===== src/rtl/patch_memory_access_unit.sv =====
// Pops translated {addr, r_w, border} commands, performs single-port SRAM reads/writes,
// and returns {border, pixel} words. Optional macro ADDR_RANGE_CHECK_EN maps addr >= MEM_DEPTH to border.
module patch_memory_access_unit #(
   parameter int unsigned     ADDR_W       = 14,
   parameter int unsigned     PIX_W        = 8,
   parameter int unsigned     MEM_DEPTH    = 16384,
   parameter logic [PIX_W-1:0] BORDER_VALUE = '0
) (
   input  logic                clk,
   input  logic                reset,
   input  logic                cmd_pipe_read_ack,
   output logic                cmd_pipe_read_req,
   input  logic [ADDR_W+1:0]   cmd_pipe_read_data,
   input  logic                wdata_pipe_read_ack,
   output logic                wdata_pipe_read_req,
   input  logic [PIX_W-1:0]    wdata_pipe_read_data,
   output logic [ADDR_W-1:0]   mem_addr,
   output logic                mem_rd_en,
   output logic                mem_wr_en,
   output logic [PIX_W-1:0]    mem_wdata,
   input  logic [PIX_W-1:0]    mem_rdata,
   output logic                data_pipe_write_req,
   input  logic                data_pipe_write_ack,
   output logic [PIX_W:0]      data_pipe_write_data,
   output logic                range_err
);

   typedef enum logic [2:0] {
      IDLE, DECODE, RD_ISSUE, RD_CAPT, WDATA, SEND
   } state_t;

   state_t              state, state_d;
   logic [ADDR_W-1:0]   cmd_addr, cmd_addr_d;
   logic                cmd_rw, cmd_rw_d;
   logic                cmd_border, cmd_border_d;

   logic                cmd_req_d, wd_req_d, rd_en_d, wr_en_d, out_req_d;
   logic [ADDR_W-1:0]   addr_d;
   logic [PIX_W-1:0]    wdata_d;
   logic [PIX_W:0]      out_data_d;
   logic                oob_c;
   logic                border_eff_c;
   logic                range_err_q, range_err_d;

`ifdef ADDR_RANGE_CHECK_EN
   assign oob_c     = (32'(cmd_addr) >= MEM_DEPTH);
   assign range_err = range_err_q;
`else
   logic [31:0] unused_mem_depth;
   assign unused_mem_depth = 32'(MEM_DEPTH);
   assign oob_c     = 1'b0;
   assign range_err = 1'b0;
`endif

   // Out-of-range addresses behave exactly like border pixels
   assign border_eff_c = cmd_border | oob_c;

   always_comb begin
      state_d      = state;
      cmd_addr_d   = cmd_addr;
      cmd_rw_d     = cmd_rw;
      cmd_border_d = cmd_border;
      cmd_req_d    = 1'b0;
      wd_req_d     = 1'b0;
      rd_en_d      = 1'b0;
      wr_en_d      = 1'b0;
      addr_d       = mem_addr;
      wdata_d      = mem_wdata;
      out_req_d    = data_pipe_write_req;
      out_data_d   = data_pipe_write_data;
      range_err_d  = range_err_q;

      case (state)
         IDLE: begin
            if (cmd_pipe_read_ack) begin
               cmd_addr_d   = cmd_pipe_read_data[ADDR_W+1:2];
               cmd_rw_d     = cmd_pipe_read_data[1];
               cmd_border_d = cmd_pipe_read_data[0];
               cmd_req_d    = 1'b1;
               state_d      = DECODE;
            end
         end
         DECODE: begin
            if (oob_c) range_err_d = 1'b1;
            if (!cmd_rw) begin
               state_d = WDATA;
            end else if (border_eff_c) begin
               out_data_d = {1'b1, BORDER_VALUE};
               out_req_d  = 1'b1;
               state_d    = SEND;
            end else begin
               addr_d  = cmd_addr;
               rd_en_d = 1'b1;
               state_d = RD_ISSUE;
            end
         end
         RD_ISSUE: state_d = RD_CAPT;
         RD_CAPT: begin
            out_data_d = {1'b0, mem_rdata};
            out_req_d  = 1'b1;
            state_d    = SEND;
         end
         WDATA: begin
            // Border writes still pop their data so the two pipes stay aligned
            if (wdata_pipe_read_ack) begin
               wd_req_d = 1'b1;
               if (!border_eff_c) begin
                  wr_en_d = 1'b1;
                  addr_d  = cmd_addr;
                  wdata_d = wdata_pipe_read_data;
               end
               state_d = IDLE;
            end
         end
         SEND: begin
            if (data_pipe_write_ack) begin
               out_req_d = 1'b0;
               state_d   = IDLE;
            end
         end
         default: state_d = IDLE;
      endcase
   end

   always_ff @(posedge clk) begin
      if (reset) begin
         state                <= IDLE;
         cmd_addr             <= '0;
         cmd_rw               <= 1'b0;
         cmd_border           <= 1'b0;
         cmd_pipe_read_req    <= 1'b0;
         wdata_pipe_read_req  <= 1'b0;
         mem_addr             <= '0;
         mem_rd_en            <= 1'b0;
         mem_wr_en            <= 1'b0;
         mem_wdata            <= '0;
         data_pipe_write_req  <= 1'b0;
         data_pipe_write_data <= '0;
         range_err_q          <= 1'b0;
      end else begin
         state                <= state_d;
         cmd_addr             <= cmd_addr_d;
         cmd_rw               <= cmd_rw_d;
         cmd_border           <= cmd_border_d;
         cmd_pipe_read_req    <= cmd_req_d;
         wdata_pipe_read_req  <= wd_req_d;
         mem_addr             <= addr_d;
         mem_rd_en            <= rd_en_d;
         mem_wr_en            <= wr_en_d;
         mem_wdata            <= wdata_d;
         data_pipe_write_req  <= out_req_d;
         data_pipe_write_data <= out_data_d;
         range_err_q          <= range_err_d;
      end
   end

endmodule


===== config.mk =====
export PLATFORM = sky130hd
export DESIGN_NAME = patch_memory_access_unit
export DESIGN_NICKNAME = d
export VERILOG_FILES = /design/src/rtl/patch_memory_access_unit.sv
export SDC_FILE = /design/constraint.sdc
export NUM_CORES = 1
export LEC_CHECK = 0
export ABC_AREA = 1
export BUFFER_PORTS_ARGS = -buffer_cell sky130_fd_sc_hd__buf_2
export CORE_MARGIN = 5
export CORE_UTILIZATION = 55
export CTS_BUF_LIST = sky130_fd_sc_hd__clkbuf_4
export DETAILED_ROUTE_END_ITERATION = 8
export GPL_TIMING_DRIVEN = 0
export MAX_ROUTING_LAYER = met4
export PLACE_DENSITY_LB_ADDON = 0.08
export SKIP_LAST_GASP = 1
export SYNTH_ARGS = -nofsm -noshare
export SYNTH_HDL_FRONTEND = slang
export SYNTH_SLANG_ARGS = --single-unit

===== constraint.sdc =====
create_clock -name clk -period 3.4 [get_ports clk]
set_clock_uncertainty 0.2 [all_clocks]
set_input_delay 0.51 -clock clk [delete_from_list [all_inputs] [get_ports clk]]
set_output_delay 0.51 -clock clk [all_outputs]
set_load 0.05 [all_outputs]

==> impl_metrics.toml, run 1 <==
[timing]
min_period_over_period_pct = 50.4
finalSetupTns_ns = 0
hold_viol_final = 0
finalCriticalPeriod_ns = 1.71
drv_slew = 0
max_freq_mhz = 584
setup_violations = 0
rsz0062_at_grt = "no"

[critical_path]
cp.required_ns = 2.69
cp_data_arrival_time_ns = 1.00
worst_setup_path_start_kind = "flop"
worstPathCellList = "buf_2"
crit_slowest_cell = "dfxtp_1"
critPathMaxStageDelay_ns = 0.37
path_delay_family = "flip-flops"
critical_path.max_fanout = 2
path_buf_inv = 1
critPathCaptureType = "primary output"
critPathKind = "reg -> out"

[drt]
vias = 1968
wl_per_cell_microns = 12.1
drt_iter0_drc = 77
routed_via_density = 4.96
finalWirelength_microns = 4810
dr.pass1.iters = 4
drc = 0
ant_nets = 0

[place]
placed_cell_area_sq_um = 2610
gp_congestion = 0.877
numPortBuffers = 71
place_hpwl_microns = 3570
place_inst = 389

[cells_and_area]
fin_area_sq_um = 2720
layout_common_cells = "buf_2 (73), dfxtp_1 (55), nor2_1 (45)"
n_antenna_cell = 0
final_cell_count_no_fill = 397
final_common_cell = "buf_2"
nNetsFinal = 383
drive_gt1_share_pct = 31.4
syn_to_final_growth_pct = 23.8

[yosys]
synth_cells = 268
syn-cell-area_sq_um = 2190
synthFlopType = "dfxtp_1"
async_flop_share_pct = 0
synth_nets = 305
synth_edf_count = 0
yosys_warnings = 0
ys_seq_area_share_pct = 50.2
syn_avg_cell_area_sq_um = 8.19
synthDistinctLibCells = 28
synth-seq-cells = 55

[pwr]
pwr-share-comb_pct = 33.9
p_sw_w = 0.000664
seqPwrFrac_pct = 42.4
irDropWorstVdd_v = 0.000406
p_int_w = 0.00116
power_frac_clock_pct = 23.7
leakage_nw = 1.29
swShare_pct = 36.5
p_per_area_nw_per_um2 = 670
finalPower_w = 0.00182

[floorplan]
die-area_sq_um = 5350
die_w_microns = 73.2
coreArea_sq_um = 3940
initial_utilization_pct = 55.7
ios = 74
rows = 23
die_h_microns = 73.2

[hold_path]
hold_path.class = "in -> reg"

[clocking]
cts_max_level = 2
clock-root-buffer = "clkbuf_4"
post_cts_buffers = 0
clock_sinks = 55
cts_resized = 0
clk_pin_slew_ns = 0.15
cts_buffers = 5
cts_buffer_depth = 2
cts_hold_buf = 0
insertion_delay_ns = 0.37
cts_tree = "done"

[global_route]
antenna_found_initial = 0
grt_max_degree = 17
grt_overflow = 0
grt_pass1_vias = 1885
track_usage_pct = 19.8
grt_pass1_wl_microns = 8160

[status]
status = "finished, final reports clean"

[flow_run]
drv_cap = 0
-- cells in the mapped netlist (5+ instances only) --
cell | instances | share of area, %
nor2_1 | 45 | 7.7
inv_1 | 24 | 4.1
nand3_2 | 7 | 3.2
dfxtp_1 | 55 | 50
clkbuf_1 | 5 | 0.86
nand2_1 | 23 | 3.9
o21ai_0 | 18 | 4.1
o21ai_1 | 5 | 1.1
a21oi_1 | 32 | 7.3
a22oi_1 | 8 | 2.7
nand3_1 | 15 | 3.4
-- per-layer routing --
layer	vias up	wire (microns)	track usage, %
li1	1037	-	-
met1	867	2200	25.0
met2	59	2180	31.3
met3	5	375	4.68
met4	0	48	5.94
met5	-	0	-
-- state kept, by name, indices dropped and copies added (netlist names) --
signal and cells:
wdata_pipe_read_req 1, data_pipe_write_req 1, mem_wr_en 1, mem_rd_en 1, cmd_addr 14, data_pipe_write_data 9
state 3, cmd_rw 1, border_eff_c 1, mem_wdata 8, cmd_pipe_read_req 1, mem_addr 14
-- cells by family after synthesis --
family / share of synthesized area, %
AOI/OAI and AO/OA: 16.2
buffers and inverters: 9.86
DFF: 50.2
other: 0.171
and+or+nand+nor: 23.5
-- power by group through the flow --
stage               Combinational [W]  Sequential [W]  Clock (W)
floorplan                    0.000313        0.000954          0
global placement             0.000610        0.000784          0
detailed placement           0.000617        0.000787          0
CTS                          0.000619        0.000773   0.000440
global route                 0.000680        0.000784   0.000464
finish                       0.000617        0.000772   0.000432
-- final cells by class --
cell class	instances	area [sq um]
fillers	354	1220
flip-flops and latches	55	1100
multi-input cells	170	877
repair buffers	71	355
inverters	28	113
plain buffers	15	104
well taps	50	62.6
clock inverters	2	60.1
clock buffers	6	45.0
-- stage by stage --
stage	hold slack [ns]	setup WS, ns	util [%]
floorplan	0.230	1.92	-
global placement	0.240	1.66	66.3
detailed placement	0.244	1.66	66.3
CTS	0.175	1.68	68.9
global route	0.176	1.64	68.9
finish	0.186	1.69	68.9
-- final timing paths --
| check | cells past startpoint | startpoint | end | slack [ns] |
|---|---|---|---|---|
| hold reg to reg | 2 | cmd_addr[8] | cmd_addr[8] | 0.26 |
| setup / recovery | 1 | mem_addr[5] | mem_addr[5] | 1.69 |
| hold / removal | 3 | wdata_pipe_read_data[5] | mem_wdata[5] | 0.19 |
| setup reg to reg | 8 | state[0] | mem_addr[11] | 1.80 |
(Power assumes the default switching activity.)
==> run 2, diff against run 1 <==
--- a/config.mk
+++ b/config.mk
@@ -8,7 +8,7 @@
 export ABC_AREA = 1
 export BUFFER_PORTS_ARGS = -buffer_cell sky130_fd_sc_hd__buf_2
 export CORE_MARGIN = 5
-export CORE_UTILIZATION = 55
+export CORE_UTILIZATION = 52
 export CTS_BUF_LIST = sky130_fd_sc_hd__clkbuf_4
 export DETAILED_ROUTE_END_ITERATION = 8
 export GPL_TIMING_DRIVEN = 0
==> constraint.sdc (replaced) <==
create_clock -name clk -period 1.7 [get_ports clk]
set_clock_uncertainty 0.2 [all_clocks]
set_input_delay 0.255 -clock clk [delete_from_list [all_inputs] [get_ports clk]]
set_output_delay 0.255 -clock clk [all_outputs]
set_load 0.05 [all_outputs]
==> impl_metrics.toml, run 2 (synthesis results as in run 1) <==
[status]
status = "finished, final reports clean"

[place]
gp_congestion = 0.864
place_hpwl_microns = 3580
numPortBuffers = 71
placed_cell_area_sq_um = 2610
pre_cts_slack_ns = 0.122

[clocking]
clock_sinks = 55
insertion_delay_ns = 0.37
cts_buffer_depth = 2
cts_max_level = 2
post_cts_buffers = 0
clock-root-buffer = "clkbuf_4"
cts_tree = "done"
cts_buffers = 5
clk_pin_slew_ns = 0.15

[global_route]
grt_pass1_vias = 2011
track_usage_pct = 21.9
grt_pass1_wl_microns = 9090
antenna_found_initial = 0
grt_max_degree = 16
grt_overflow = 0

[floorplan]
initial_utilization_pct = 54.1
die-area_sq_um = 5620
die_w_microns = 75.0
rows = 23
die_h_microns = 75.0
coreArea_sq_um = 4060
ios = 74

[cells_and_area]
syn_to_final_growth_pct = 37.3
final_common_cell = "buf_2"
fin_area_sq_um = 3010
top_regs = "cmd_addr x14, mem_addr x14, data_pipe_write_data x9"
nNetsFinal = 417
n_antenna_cell = 0
drive_gt1_share_pct = 28.9
layout_common_cells = "buf_2 (73), dfxtp_1 (55), nor2_1 (45)"

[drt]
finalWirelength_microns = 5550
ant_nets = 0
dr.pass1.iters = 4
drt_iter0_drc = 121
routed_via_density = 4.92
wl_per_cell_microns = 12.9
vias = 2119
drc = 0

[pwr]
leakage_nw = 1.41
irDropWorstVdd_v = 0.000671
finalPower_w = 0.00342
p_per_area_nw_per_um2 = 1140

[hold_path]
hold_start = "reset"
hold_path.class = "in -> reg"

[critical_path]
reg2reg_from = "state[0]"
critical_path.max_fanout = 10
crit_slowest_cell = "dlygate4sd3_1"
cp_data_arrival_time_ns = 1.70
worst_setup_path_start_kind = "primary input"
cp.required_ns = 1.79
worstPathCellList = "dlygate4sd3_1 > buf_2 > inv_1 > nand3_2 > nand2_2 > clkinv_4 > buf_4 > a21oi_1 > nor2_1"
critPathCaptureType = "flop"
critPathKind = "in -> reg"
critPathLaunch = "wdata_pipe_read_ack"
critPathMaxStageDelay_ns = 0.53

[timing]
setup_violations = 0
drv_slew = 0
finalSetupTns_ns = 0
min_period_over_period_pct = 94.4
rsz0062_at_grt = "no"
finalCriticalPeriod_ns = 1.61
max_freq_mhz = 623
fin_ws_ns = 0.0944
hold_viol_final = 0

[flow_run]
drv_cap = 0
## run 2: area by class of cell
type                       instances  area [sq um]
clock inverter                     1          5.00
fill                             324          1040
timing repair buffer             105           696
multi-input combinational        170           881
buffer                            15           104
sequential                        55          1100
tap                               50          62.6
clock buffer                       7          52.6
inverter                          28           113
## run 2: power by group
part           internal, W  switching [W]
sequential         0.00146      0.0000828
clock             0.000194       0.000386
combinational     0.000427       0.000870
total              0.00209        0.00134
## run 2: layer usage
metal | share of wire [%] | up-vias | global-route usage (%)
met5 | 0 | - | -
met4 | 1.4 | 0 | 7.91
met3 | 6.5 | 7 | 3.60
li1 | - | 1106 | -
met2 | 48 | 57 | 35.9
met1 | 45 | 949 | 27.0
## run 2: final timing paths
kind | to | slack (ns) | depth (start not counted)
worst max register to register | mem_addr[12] | 0.12 | 8
worst max-delay path | mem_addr[12] | 0.09 | 9
worst min-delay path | mem_wr_en | 0.03 | 2
worst min register to register | cmd_addr[13] | 0.26 | 2
## run 2: critical path: cells and delay by family
family	cells	cell delay, ns
and+or+nand+nor	3	0.28
buffers and inverters	5	1.01
AOI/OAI and AO/OA	1	0.14
## run 2: stage by stage
stage          util, %  cells  hold WS [ns]
2_1_floorplan        -    268         0.218
3_3_place_gp      64.4    389         0.240
3_5_place_dp      64.4    389         0.248
4_1_cts           74.2    431        0.0195
5_1_grt           74.3    431        0.0528
6_report          74.3    431        0.0279
## run 2: repair_timing
item	CTS	global route
endpoints found under the hold margin	33	0
resized for setup	0	1
hold buffers	34	0
setup endpoints to repair	0	1
==> run 3, diff against run 2 <==
--- a/config.mk
+++ b/config.mk
@@ -5,7 +5,6 @@
 export SDC_FILE = /design/constraint.sdc
 export NUM_CORES = 1
 export LEC_CHECK = 0
-export ABC_AREA = 1
 export BUFFER_PORTS_ARGS = -buffer_cell sky130_fd_sc_hd__buf_2
 export CORE_MARGIN = 5
 export CORE_UTILIZATION = 52
==> impl_metrics.toml, run 3 <==
[timing]
min_period_over_period_pct = 95.0
drv_slew = 0
finalCriticalPeriod_ns = 1.61
tightest_slew_ns = 0.513
max_slew_margin_pct = 65.8
setup_violations = 0
hold_viol_final = 0
fin_ws_ns = 0.0856
max_freq_mhz = 619

[floorplan]
rows = 24
initial_utilization_pct = 52.7
coreArea_sq_um = 4260
ios = 74
die-area_sq_um = 5740
die_w_microns = 75.7
die_h_microns = 75.7

[yosys]
synth_nets = 289
synth.most_common_cell = "dfxtp_1"
synth-seq-cells = 55
syn_avg_cell_area_sq_um = 8.92
ys_seq_area_share_pct = 49.0
synth_edf_count = 0
yosys_warnings = 0
async_flop_share_pct = 0
syn-cell-area_sq_um = 2250
synthDistinctLibCells = 35
yosys-top-cells-count = "dfxtp_1 (55), nand2_1 (42), a21oi_1 (33)"
synth.top_cell.area_share_pct = 49.0
synthTopCellsByArea = "dfxtp_1 (49%), nand2b_1 (7.8%), a21oi_1 (7.3%)"
synth_cells = 252
synthFlopType = "dfxtp_1"
synth_top_area_cell = "dfxtp_1"

[pwr]
p_per_area_nw_per_um2 = 851
leakage_nw = 1.32
irDropWorstVdd_v = 0.000529

[flow_run]
drv_cap = 0

[status]
status = "finished, final reports clean"

[clocking]
cts_tree = "done"
clock_sinks = 55
insertion_delay_ns = 0.37
clk_pin_slew_ns = 0.15
cts_buffers = 5
clock-root-buffer = "clkbuf_4"
cts_buffer_depth = 2
cts_max_level = 2

[global_route]
grt_pass1_wl_microns = 9240
track_usage_pct = 21.5
grt_overflow = 0
grt_pass1_vias = 2102
grt_max_degree = 18
antenna_found_initial = 0

[drt]
finalWirelength_microns = 5710
drt_iter0_drc = 112
vias = 2139
routed_via_density = 5.12
drc = 0
ant_nets = 0
wl_per_cell_microns = 13.7
dr.pass1.iters = 4

[cells_and_area]
top_regs = "cmd_addr x14, mem_addr x14, data_pipe_write_data x9"
fin_area_sq_um = 3100
layout_common_cells = "buf_2 (76), dfxtp_1 (52), nand2_1 (42)"
drive_gt1_share_pct = 27.9
n_antenna_cell = 0
finish.utilization_pct = 72.6
final_common_cell = "buf_2"
syn_to_final_growth_pct = 37.8
final_cell_count_no_fill = 418
nNetsFinal = 402

[place]
place_inst = 376
numPortBuffers = 72
placed_cell_area_sq_um = 2670
gp_congestion = 0.764
pre_cts_slack_ns = -0.142
place_hpwl_microns = 3800

[critical_path]
cp.required_ns = 1.80
worst_setup_path_start_kind = "flop"
critPathKind = "reg -> reg"
critPathCaptureType = "flop"
cp_data_arrival_time_ns = 1.72
critical_path.max_fanout = 10

[hold_path]
hold_path.class = "in -> reg"
[run 3: timing repair]
| item | 4_1_cts | 5_1_grt |
|---|---|---|
| hold endpoints to repair | 34 | 0 |
| pin swaps | 1 | 1 |
| buffers inserted | 1 | 2 |
| setup endpoints to repair | 26 | 31 |
| hold buffers | 34 | 0 |
| resized for setup | 2 | 9 |
[run 3: power by group]
group | internal (W) | total, W | leakage (nW) | switching, W
logic | 0.000277 | 0.000639 | 0.839 | 0.000362
clock network | 0.000178 | 0.000579 | 0.0333 | 0.000401
registers | 0.00137 | 0.00142 | 0.448 | 0.0000500
[run 3: worst paths after layout]
| kind | from | to | slack (ns) | depth (start not counted) |
|---|---|---|---|---|
| max | state[0] | mem_addr[1] | 0.09 | 5 |
| min | reset | mem_addr[8] | 0.009 | 3 |
| max reg2reg | state[0] | mem_addr[1] | 0.09 | 5 |
| min reg2reg | cmd_addr[11] | cmd_addr[11] | 0.27 | 2 |
[run 3: through the flow]
stage	TNS, ns	hold slack [ns]	power [W]
6_report	0	0.00921	0.00263
5_1_grt	-0.00308	0.0103	0.00277
4_1_cts	0	0.0105	0.00264
3_5_place_dp	-1.52	0.247	0.00200
3_3_place_gp	-1.40	0.242	0.00199
2_1_floorplan	0	0.191	0.00185
[run 3: cells by family (layout without fill, tap and decap cells)]
kind of cell	Yosys count	after routing	synth area share (%)
DFF	55	55	49.0
and+or+nand+nor	99	99	24.2
other	1	1	0.167
AOI/OAI and AO/OA	58	58	14.3
buffers and inverters	23	137	5.18
muxes	16	16	7.13
[run 3: worst max-delay path: stages (launching register included)]
cell and delay (ns):
dfxtp_4 0.41, buf_6 0.15, nand3b_4 0.08, a211oi_4 0.30, buf_8 0.20, mux2i_1 0.22
[run 3: final cells by class]
class	instances	area [sq um]
Fill cell	358	1170
Sequential cell	55	1110
Multi-Input combinational cell	174	1030
Timing Repair Buffer	109	723
Buffer	18	100
Tap cell	52	65.1
Clock buffer	6	45.0
Clock inverter	2	12.5
Inverter	2	7.51
[run 3: metal layers]
layer	global-route usage, %	vias to the layer above	share of wire (%)
met4	5.44	0	1.0
met5	-	-	0
li1	-	1076	-
met3	4.88	6	6.4
met2	37.9	64	51
met1	24.6	993	41
